File: config.mk
export PLATFORM = sky130hd
export DESIGN_NAME = csr_stage_flat
export DESIGN_NICKNAME = d
export VERILOG_FILES = /design/src/rtl/csr_stage_if.sv /design/src/rtl/csr_stage.sv /design/src/flat_wrapper.sv
export SDC_FILE = /design/constraint.sdc
export NUM_CORES = 1
export LEC_CHECK = 0
export CAP_MARGIN = 5
export CORE_AREA = 2 2 165 167
export CTS_BUF_LIST = sky130_fd_sc_hd__clkbuf_16
export DETAILED_ROUTE_END_ITERATION = 10
export DIE_AREA = 0 0 167 169
export GPL_ROUTABILITY_DRIVEN = 0
export PLACE_DENSITY = 0.77
export SLEW_MARGIN = 20
export SYNTH_ARGS = -nofsm -noshare
export SYNTH_HDL_FRONTEND = slang
export SYNTH_SLANG_ARGS = --single-unit
File: constraint.sdc
create_clock -name clk -period 5.8 [get_ports clk]
set_input_delay 1.16 -clock clk [delete_from_list [all_inputs] [get_ports clk]]
set_output_delay 1.16 -clock clk [all_outputs]
set_load 0.01 [all_outputs]
File: src/rtl/csr_stage_if.sv
// Execute-to-CSR command bus and CSR-to-writeback result bus of the csr_stage.
// The master side is the pipeline (execute drives commands, writeback consumes
// results); the slave side is the CSR/trap unit itself.
interface csr_stage_if;
    logic [2:0]  input_csr_cmd;
    logic [31:0] input_op1_data;
    logic [31:0] input_imm_i;
    logic [2:0]  output_csr_cmd;
    logic [31:0] csr_rdata;
    logic [31:0] trap_vector;

    modport master (
        output input_csr_cmd,
        output input_op1_data,
        output input_imm_i,
        input  output_csr_cmd,
        input  csr_rdata,
        input  trap_vector
    );

    modport slave (
        input  input_csr_cmd,
        input  input_op1_data,
        input  input_imm_i,
        output output_csr_cmd,
        output csr_rdata,
        output trap_vector
    );
endinterface

File: src/rtl/csr_stage.sv
// Machine-mode CSR file and trap unit sitting between execute and writeback.
// Registers one CSR command per cycle, updates the CSR file, returns the old
// CSR value and the redirect target, and owns the machine timer interrupt.
module csr_stage #(
    parameter int FMAX_MHz = 27
) (
    input  logic        clk,
    input  logic        rst_n,
    csr_stage_if.slave  bus,
    input  logic [63:0] reg_cycle,
    input  logic [63:0] reg_time,
    input  logic [63:0] reg_mtime,
    input  logic [63:0] reg_mtimecmp,
    input  logic        wb_branch_hazard,
    input  logic        input_interrupt_ready,
    input  logic [31:0] if_reg_pc,
    output logic        output_stall_flg_may_interrupt
);
    localparam logic [2:0] CMD_X = 3'd0;
    localparam logic [2:0] CMD_W = 3'd1;
    localparam logic [2:0] CMD_S = 3'd2;
    localparam logic [2:0] CMD_C = 3'd3;
    localparam logic [2:0] CMD_E = 3'd4;
    localparam logic [2:0] CMD_V = 3'd5;

    localparam logic [11:0] A_MSTATUS  = 12'h300;
    localparam logic [11:0] A_MIE      = 12'h304;
    localparam logic [11:0] A_MTVEC    = 12'h305;
    localparam logic [11:0] A_MSCRATCH = 12'h340;
    localparam logic [11:0] A_MEPC     = 12'h341;
    localparam logic [11:0] A_MCAUSE   = 12'h342;
    localparam logic [11:0] A_MIP      = 12'h344;
    localparam logic [11:0] A_CYCLE    = 12'hC00;
    localparam logic [11:0] A_TIME     = 12'hC01;
    localparam logic [11:0] A_CYCLEH   = 12'hC80;
    localparam logic [11:0] A_TIMEH    = 12'hC81;
    localparam logic [11:0] A_FMAX     = 12'hFC0;

    // CSR state
    logic        r_mstatus_mie;
    logic        r_mstatus_mpie;
    logic        r_mie_mtie;
    logic [31:0] r_mtvec;
    logic [31:0] r_mscratch;
    logic [31:0] r_mepc;
    logic [31:0] r_mcause;

    // Writeback-facing result registers
    logic [2:0]  r_out_cmd;
    logic [31:0] r_rdata;
    logic [31:0] r_trap_vector;

    logic [11:0] w_addr;
    logic [2:0]  w_cmd;
    logic        w_mtip;
    logic        w_pending;
    logic        w_take_irq;
    logic [31:0] w_old;
    logic [31:0] w_wval;
    logic        w_unused_bits;

    assign w_addr        = bus.input_imm_i[11:0];
    assign w_unused_bits = ^bus.input_imm_i[31:12];
    // A redirect from writeback squashes whatever execute is presenting.
    assign w_cmd         = wb_branch_hazard ? CMD_X : bus.input_csr_cmd;
    assign w_mtip        = (reg_mtime >= reg_mtimecmp);
    assign w_pending     = r_mstatus_mie & r_mie_mtie & w_mtip;
    // Instructions win over the interrupt; it is retaken once the stage is idle.
    assign w_take_irq    = w_pending & input_interrupt_ready &
                           (bus.input_csr_cmd == CMD_X) & ~wb_branch_hazard;

    assign output_stall_flg_may_interrupt = w_pending & ~wb_branch_hazard;

    assign bus.output_csr_cmd = r_out_cmd;
    assign bus.csr_rdata      = r_rdata;
    assign bus.trap_vector    = r_trap_vector;

    // Read mux: current (pre-edge) value of the addressed CSR.
    always_comb begin
        w_old = '0;
        case (w_addr)
            A_MSTATUS:  w_old = {24'b0, r_mstatus_mpie, 3'b0, r_mstatus_mie, 3'b0};
            A_MIE:      w_old = {24'b0, r_mie_mtie, 7'b0};
            A_MTVEC:    w_old = r_mtvec;
            A_MSCRATCH: w_old = r_mscratch;
            A_MEPC:     w_old = r_mepc;
            A_MCAUSE:   w_old = r_mcause;
            A_MIP:      w_old = {24'b0, w_mtip, 7'b0};
            A_CYCLE:    w_old = reg_cycle[31:0];
            A_CYCLEH:   w_old = reg_cycle[63:32];
            A_TIME:     w_old = reg_time[31:0];
            A_TIMEH:    w_old = reg_time[63:32];
            A_FMAX:     w_old = 32'(FMAX_MHz);
            default:    w_old = '0;
        endcase
    end

    // New value for W/S/C commands.
    always_comb begin
        w_wval = bus.input_op1_data;
        case (w_cmd)
            CMD_S:   w_wval = w_old | bus.input_op1_data;
            CMD_C:   w_wval = w_old & ~bus.input_op1_data;
            default: w_wval = bus.input_op1_data;
        endcase
    end

    // CSR file update, trap entry/return and registered writeback outputs.
    always_ff @(posedge clk or negedge rst_n) begin
        if (!rst_n) begin
            r_mstatus_mie  <= 1'b0;
            r_mstatus_mpie <= 1'b0;
            r_mie_mtie     <= 1'b0;
            r_mtvec        <= '0;
            r_mscratch     <= '0;
            r_mepc         <= '0;
            r_mcause       <= '0;
            r_out_cmd      <= CMD_X;
            r_rdata        <= '0;
            r_trap_vector  <= '0;
        end else if (w_take_irq) begin
            r_mepc         <= if_reg_pc;
            r_mcause       <= 32'h8000_0007;
            r_mstatus_mpie <= r_mstatus_mie;
            r_mstatus_mie  <= 1'b0;
            r_out_cmd      <= CMD_E;
            r_trap_vector  <= r_mtvec;
            r_rdata        <= '0;
        end else begin
            r_trap_vector <= r_mtvec;
            case (w_cmd)
                CMD_W, CMD_S, CMD_C: begin
                    r_out_cmd <= w_cmd;
                    r_rdata   <= w_old;
                    case (w_addr)
                        A_MSTATUS: begin
                            r_mstatus_mie  <= w_wval[3];
                            r_mstatus_mpie <= w_wval[7];
                        end
                        A_MIE:      r_mie_mtie <= w_wval[7];
                        A_MTVEC:    r_mtvec    <= w_wval;
                        A_MSCRATCH: r_mscratch <= w_wval;
                        A_MEPC:     r_mepc     <= w_wval;
                        A_MCAUSE:   r_mcause   <= w_wval;
                        default:    ;
                    endcase
                end
                CMD_E: begin
                    r_out_cmd      <= CMD_E;
                    r_rdata        <= w_old;
                    r_mepc         <= bus.input_op1_data;
                    r_mcause       <= 32'd11;
                    r_mstatus_mpie <= r_mstatus_mie;
                    r_mstatus_mie  <= 1'b0;
                end
                CMD_V: begin
                    r_out_cmd      <= CMD_V;
                    r_rdata        <= w_old;
                    r_mstatus_mie  <= r_mstatus_mpie;
                    r_mstatus_mpie <= 1'b1;
                    r_trap_vector  <= r_mepc;
                end
                default: begin
                    r_out_cmd <= CMD_X;
                    r_rdata   <= '0;
                end
            endcase
        end
    end
endmodule

File: src/flat_wrapper.sv
// flat-port wrapper written by rule: the top's interface ports become plain ports
module csr_stage_flat 
#(
    parameter int FMAX_MHz = 27
)
  (clk, rst_n, reg_cycle, reg_time, reg_mtime, reg_mtimecmp, wb_branch_hazard, input_interrupt_ready, if_reg_pc, output_stall_flg_may_interrupt, bus_input_csr_cmd, bus_input_op1_data, bus_input_imm_i, bus_output_csr_cmd, bus_csr_rdata, bus_trap_vector);
  csr_stage_if bus_i ();
  input  logic clk;
  input  logic rst_n;
  input  logic [63:0] reg_cycle;
  input  logic [63:0] reg_time;
  input  logic [63:0] reg_mtime;
  input  logic [63:0] reg_mtimecmp;
  input  logic wb_branch_hazard;
  input  logic input_interrupt_ready;
  input  logic [31:0] if_reg_pc;
  output logic output_stall_flg_may_interrupt;
  input wire logic [$bits(bus_i.input_csr_cmd)-1:0] bus_input_csr_cmd;
  input wire logic [$bits(bus_i.input_op1_data)-1:0] bus_input_op1_data;
  input wire logic [$bits(bus_i.input_imm_i)-1:0] bus_input_imm_i;
  output wire logic [$bits(bus_i.output_csr_cmd)-1:0] bus_output_csr_cmd;
  output wire logic [$bits(bus_i.csr_rdata)-1:0] bus_csr_rdata;
  output wire logic [$bits(bus_i.trap_vector)-1:0] bus_trap_vector;
  assign bus_i.input_csr_cmd = bus_input_csr_cmd;
  assign bus_i.input_op1_data = bus_input_op1_data;
  assign bus_i.input_imm_i = bus_input_imm_i;
  assign bus_output_csr_cmd = bus_i.output_csr_cmd;
  assign bus_csr_rdata = bus_i.csr_rdata;
  assign bus_trap_vector = bus_i.trap_vector;
  csr_stage #(.FMAX_MHz(FMAX_MHz)) u_core (.clk(clk), .rst_n(rst_n), .bus(bus_i), .reg_cycle(reg_cycle), .reg_time(reg_time), .reg_mtime(reg_mtime), .reg_mtimecmp(reg_mtimecmp), .wb_branch_hazard(wb_branch_hazard), .input_interrupt_ready(input_interrupt_ready), .if_reg_pc(if_reg_pc), .output_stall_flg_may_interrupt(output_stall_flg_may_interrupt));
endmodule
==> out/metrics.sh <==
SYNTH_SEQ_CELLS=198
NUM_VIAS=11321
SYNTH_FF_TYPE='dfrtp_1'
LEAKAGEPOWER_nW=7.13
POWER.SHARE.CLOCK_PCT=37.6
CTS_SINKS=198
GRT_USE_TOTAL_PCT=29.8
SYNTH_TOP_CELL_AREA_SHARE_PCT=43.8
DESIGN_POWER_TOTAL_mW=3.38
NETSWITCHINGPOWER_mW=0.949
DRT_WL_TOTAL_UM=42900
HOLD_PATH.CLASS='flip-flop to flip-flop'
IOPINCOUNT=427
DIE-AREA_SQ_MM=0.0282
FINAL-INSTANCE-COUNT-EXCL-FILL=1949
TIMING.CRITICAL_PATH.SLOWEST_STAGE_CELL='clkdlybuf4s50_1'
YS_ASYNC_SR_FRACTION_PCT=100
TIMING.CRITICAL_PATH.SLOWEST_CELL_DELAY_PS=560
CRIT_PATH_REQUIRED_TIME_PS=4640
CTS_RESIZED=0
DIEWIDTH_UM=167
CTS_MADE_BUFFERS=17
WHS_PS=494
DRC=0
FINALSETUPTNS_PS=0
ROUTED_WIRE_LENGTH_PER_INSTANCE_UM=22.0
SYNTH_TOP_CELLS_BY_AREA='dfrtp_1 (44%), ha_1 (7.1%), nand2_1 (5.8%)'
DETAIL_ROUTE.ITER0.VIOLATIONS=1177
STD_CELL_ROWS=60
HOLD_VIOL_FINAL=0
MAPPEDNETLISTAREA_SQ_MM=0.0113
SYNTH_AREA_LEADER_CELL='dfrtp_1'
CRITICAL_PATH.MAX_FANOUT=3
INTERNAL-POWER_mW=2.43
MAXCAPVIOLCOUNT=0
FINALCRITICALPERIOD_PS=5150
CORE_AREA_SQ_MM=0.0265
GRT_ANTENNA_BEFORE_REPAIR=1
TRITONCTS='yes'
IR_WORST_VDD_mV=0.196
CLKLATENCYLATEPIN_PS=450
WORST_PIN_SLEW_PS=1020
MOSTFREQUENTLAYOUTCELL='clkdlybuf4s50_1'
AREA.GROWTH.SYNTH_TO_FINAL_PCT=45.0
LAYOUT_SETUP_WS_PS=650
PLACE_WORST_SETUP_SLACK_PS=670
HOLD_START='u_core.r_mscratch[21]'
GRT.OVERFLOW.TOTAL=0
FP.DIEH_UM=169
POST_CTS.REPAIR.SETUP_BUFFERS=0
POWERDENSITY_mW_PER_MM2=206
SYNTHDISTINCTLIBCELLS=69
FLOORPLAN.INITIALDENSITY_PCT=42.7
FIRST_GLOBAL_VIAS=11374
MAXSLEWVIOLCOUNT=0
POST-PLACE-CELLS=1916
FINAL_WORST_PATH_CYCLE_SHARE_PCT=88.8
CLOCK.FMAX_MHz=194
POWER.COMBINATIONAL.FRACTION_PCT=17.7
LEADING_CELL_TYPES_IN_THE_LAYOUT_FILL_AND_TAPS_EXCLUDED='clkdlybuf4s50_1 (404), dfrtp_1 (198), nand2_1 (170), o21ai_0 (106), nor2_1 (81)'
ANTENNA_VIOLATING_NETS_POST_ROUTE=0
GRT_FIRST_PASS_WIRELENGTH_UM=64800
HTREE_LEVELS=4
POST_SYNTH_INST_COUNT=1214
HOLDBUFCOUNTCTS=0
CRIT_ARRIVAL_PS=3990
TIMING.CRITICAL_PATH.CELLS='clkdlybuf4s50_1, inv_1, ha_1, nand4_1, nor3_1, o311ai_0, nand3_1, a41oi_1, nand2_1, and2_1, clkdlybuf4s50_1'
ENDPOINT_KIND='output port'
TOTAL_NUMBER_OF_NETS_IN_THE_FINAL_DESIGN=2017
WORST_SETUP_HOLD_PATH_CLK_SLEW_PS=80
SYNTHESIS.AREA_PER_INSTANCE_SQ_UM=9.32
SEQ_AREA_FRAC_SYNTH_PCT=43.8
NUMBER_OF_NETS_IN_THE_SYNTHESIZED_NETLIST=1637
YOSYS_WARNINGS=0
OUTCOME='finished clean'
DP.FINAL_HPWL_UM=31000
CTS_ROOT_BUFFER='clkbuf_16'
CRIT_START='reg_mtimecmp[14]'
RR_STARTPOINT='u_core.r_mstatus_mie'
SYNTH_EDF_COUNT=0
CTS-ROOT-TO-SINK-BUFFERS=2
NETSWITCHINGFRACTION_PCT=28.1
CP-START-KIND='primary input'
MAX-SLEW-MARGIN-REL_PCT=31.6
UNREPAIRED_SETUP_ENDPOINTS_AFTER_GLOBAL_ROUTING='false'
FIN_WORST_SKEW_PS=17.4
FINALSETUPVIOLCOUNT=0
POST_ROUTE_CELLS_DRIVE_ABOVE_1_SHARE_PCT=8.59
POWER_FRAC_SEQ_PCT=44.8
FIRSTDRTPASSITERS=7
TIMING.SETUP.CRITICAL_PATH_CLASS='primary input to output port'
PIN_COUNT_OF_THE_BIGGEST_NET_ENTERING_GLOBAL_ROUTING=113
PORT_BUFFER_COUNT=406
CRITICAL-PATH-TOP-CELL-BY-COUNT='clkdlybuf4s50_1'
DRT-VIAS-PER-INSTANCE=5.81
-- through the flow --
step | utilization [%] | instance area (sq um)
2_1_floorplan | - | 11300
5_1_grt | 61.9 | 16400
6_report | 61.9 | 16400
3_5_place_dp | 59.5 | 15800
4_1_cts | 61.9 | 16400
3_3_place_gp | 59.4 | 15800
-- cell type report --
| type | instances | area [sq um] |
|---|---|---|
| inverters | 69 | 259 |
| flip-flops and latches | 198 | 4950 |
| fillers | 2218 | 10100 |
| repair buffers | 433 | 4270 |
| clock buffers | 17 | 425 |
| well taps | 341 | 427 |
| multi-input cells | 875 | 5850 |
| diodes | 1 | 2.50 |
| clock inverters | 15 | 219 |
-- power by group through the flow --
| stage | clock [mW] | sequential (mW) | combinational [mW] |
|---|---|---|---|
| finish | 1.27 | 1.51 | 0.596 |
| global route | 1.34 | 1.52 | 0.651 |
| CTS | 1.29 | 1.51 | 0.596 |
| detailed placement | 0 | 1.54 | 0.591 |
| global placement | 0 | 1.53 | 0.577 |
| floorplan | 0 | 1.52 | 0.227 |
-- critical path: cells and delay by family --
| family | cells | cell delay [ps] |
|---|---|---|
| AOI/OAI and AO/OA | 2 | 510 |
| adders and majority gates | 1 | 310 |
| buffers and inverters | 3 | 1050 |
| and+or+nand+nor | 5 | 950 |
-- sequential cells by signal (all words and copies together), names as in the netlist --
| name | cells |
|---|---|
| u_core.r_mscratch | 32 |
| u_core.bus.csr_rdata | 32 |
| u_core.r_mstatus_mie | 1 |
| u_core.r_mcause | 32 |
| u_core.bus.output_csr_cmd | 3 |
| u_core.r_mtvec | 32 |
| u_core.r_mepc | 32 |
| u_core.r_mstatus_mpie | 1 |
| u_core.r_mie_mtie | 1 |
| u_core.bus.trap_vector | 32 |
-- layer usage --
layer / global-route usage, % / share of wire (%) / vias up
li1: - / - / 5157
met1: 38.2 / 40 / 5469
met2: 49.5 / 48 / 603
met3: 6.97 / 8.5 / 92
met4: 10.6 / 3.0 / 0
met5: 0 / 0 / -
-- cell usage after synthesis (5+ instances only) --
| library cell | number |
|---|---|
| ha_1 | 64 |
| mux2i_1 | 38 |
| a31oi_1 | 23 |
| o21ai_1 | 17 |
| nor3_1 | 18 |
| and3_1 | 17 |
| nand2_1 | 174 |
| a21oi_1 | 57 |
| nand3_1 | 14 |
| a22oi_1 | 47 |
| o31a_1 | 14 |
| nor2_1 | 84 |
| a221oi_1 | 17 |
| mux2_2 | 47 |
| dfrtp_1 | 198 |
| o221ai_1 | 7 |
| a222oi_1 | 17 |
| buf_4 | 6 |
| nand2b_1 | 17 |
| clkbuf_1 | 41 |
| o22ai_1 | 5 |
| o31ai_1 | 5 |
| nand4_1 | 11 |
| o21a_1 | 13 |
| buf_2 | 22 |
| inv_1 | 69 |
| o21ai_0 | 106 |
| a22o_1 | 6 |
-- kinds of logic after synthesis --
logic type | share of synthesized area (%)
compound gates | 20.7
simple gates | 15.2
buf+inv | 5.25
mux | 8.04
flops | 43.8
fa+ha+maj | 7.08
-- worst paths after layout --
| check | end | slack [ps] | depth (start not counted) |
|---|---|---|---|
| max in group asynchronous | u_core.r_mcause[20] | 3750 | 2 |
| worst max register to register | u_core.r_mcause[14] | 3340 | 8 |
| min in group asynchronous | u_core.bus.csr_rdata[13] | 820 | 1 |
| worst min-delay path | u_core.r_mscratch[21] | 490 | 2 |
| worst max-delay path | output_stall_flg_may_interrupt | 650 | 11 |
| worst min register to register | u_core.r_mscratch[21] | 490 | 2 |
Note: power is estimated with default switching activity, not from simulation.
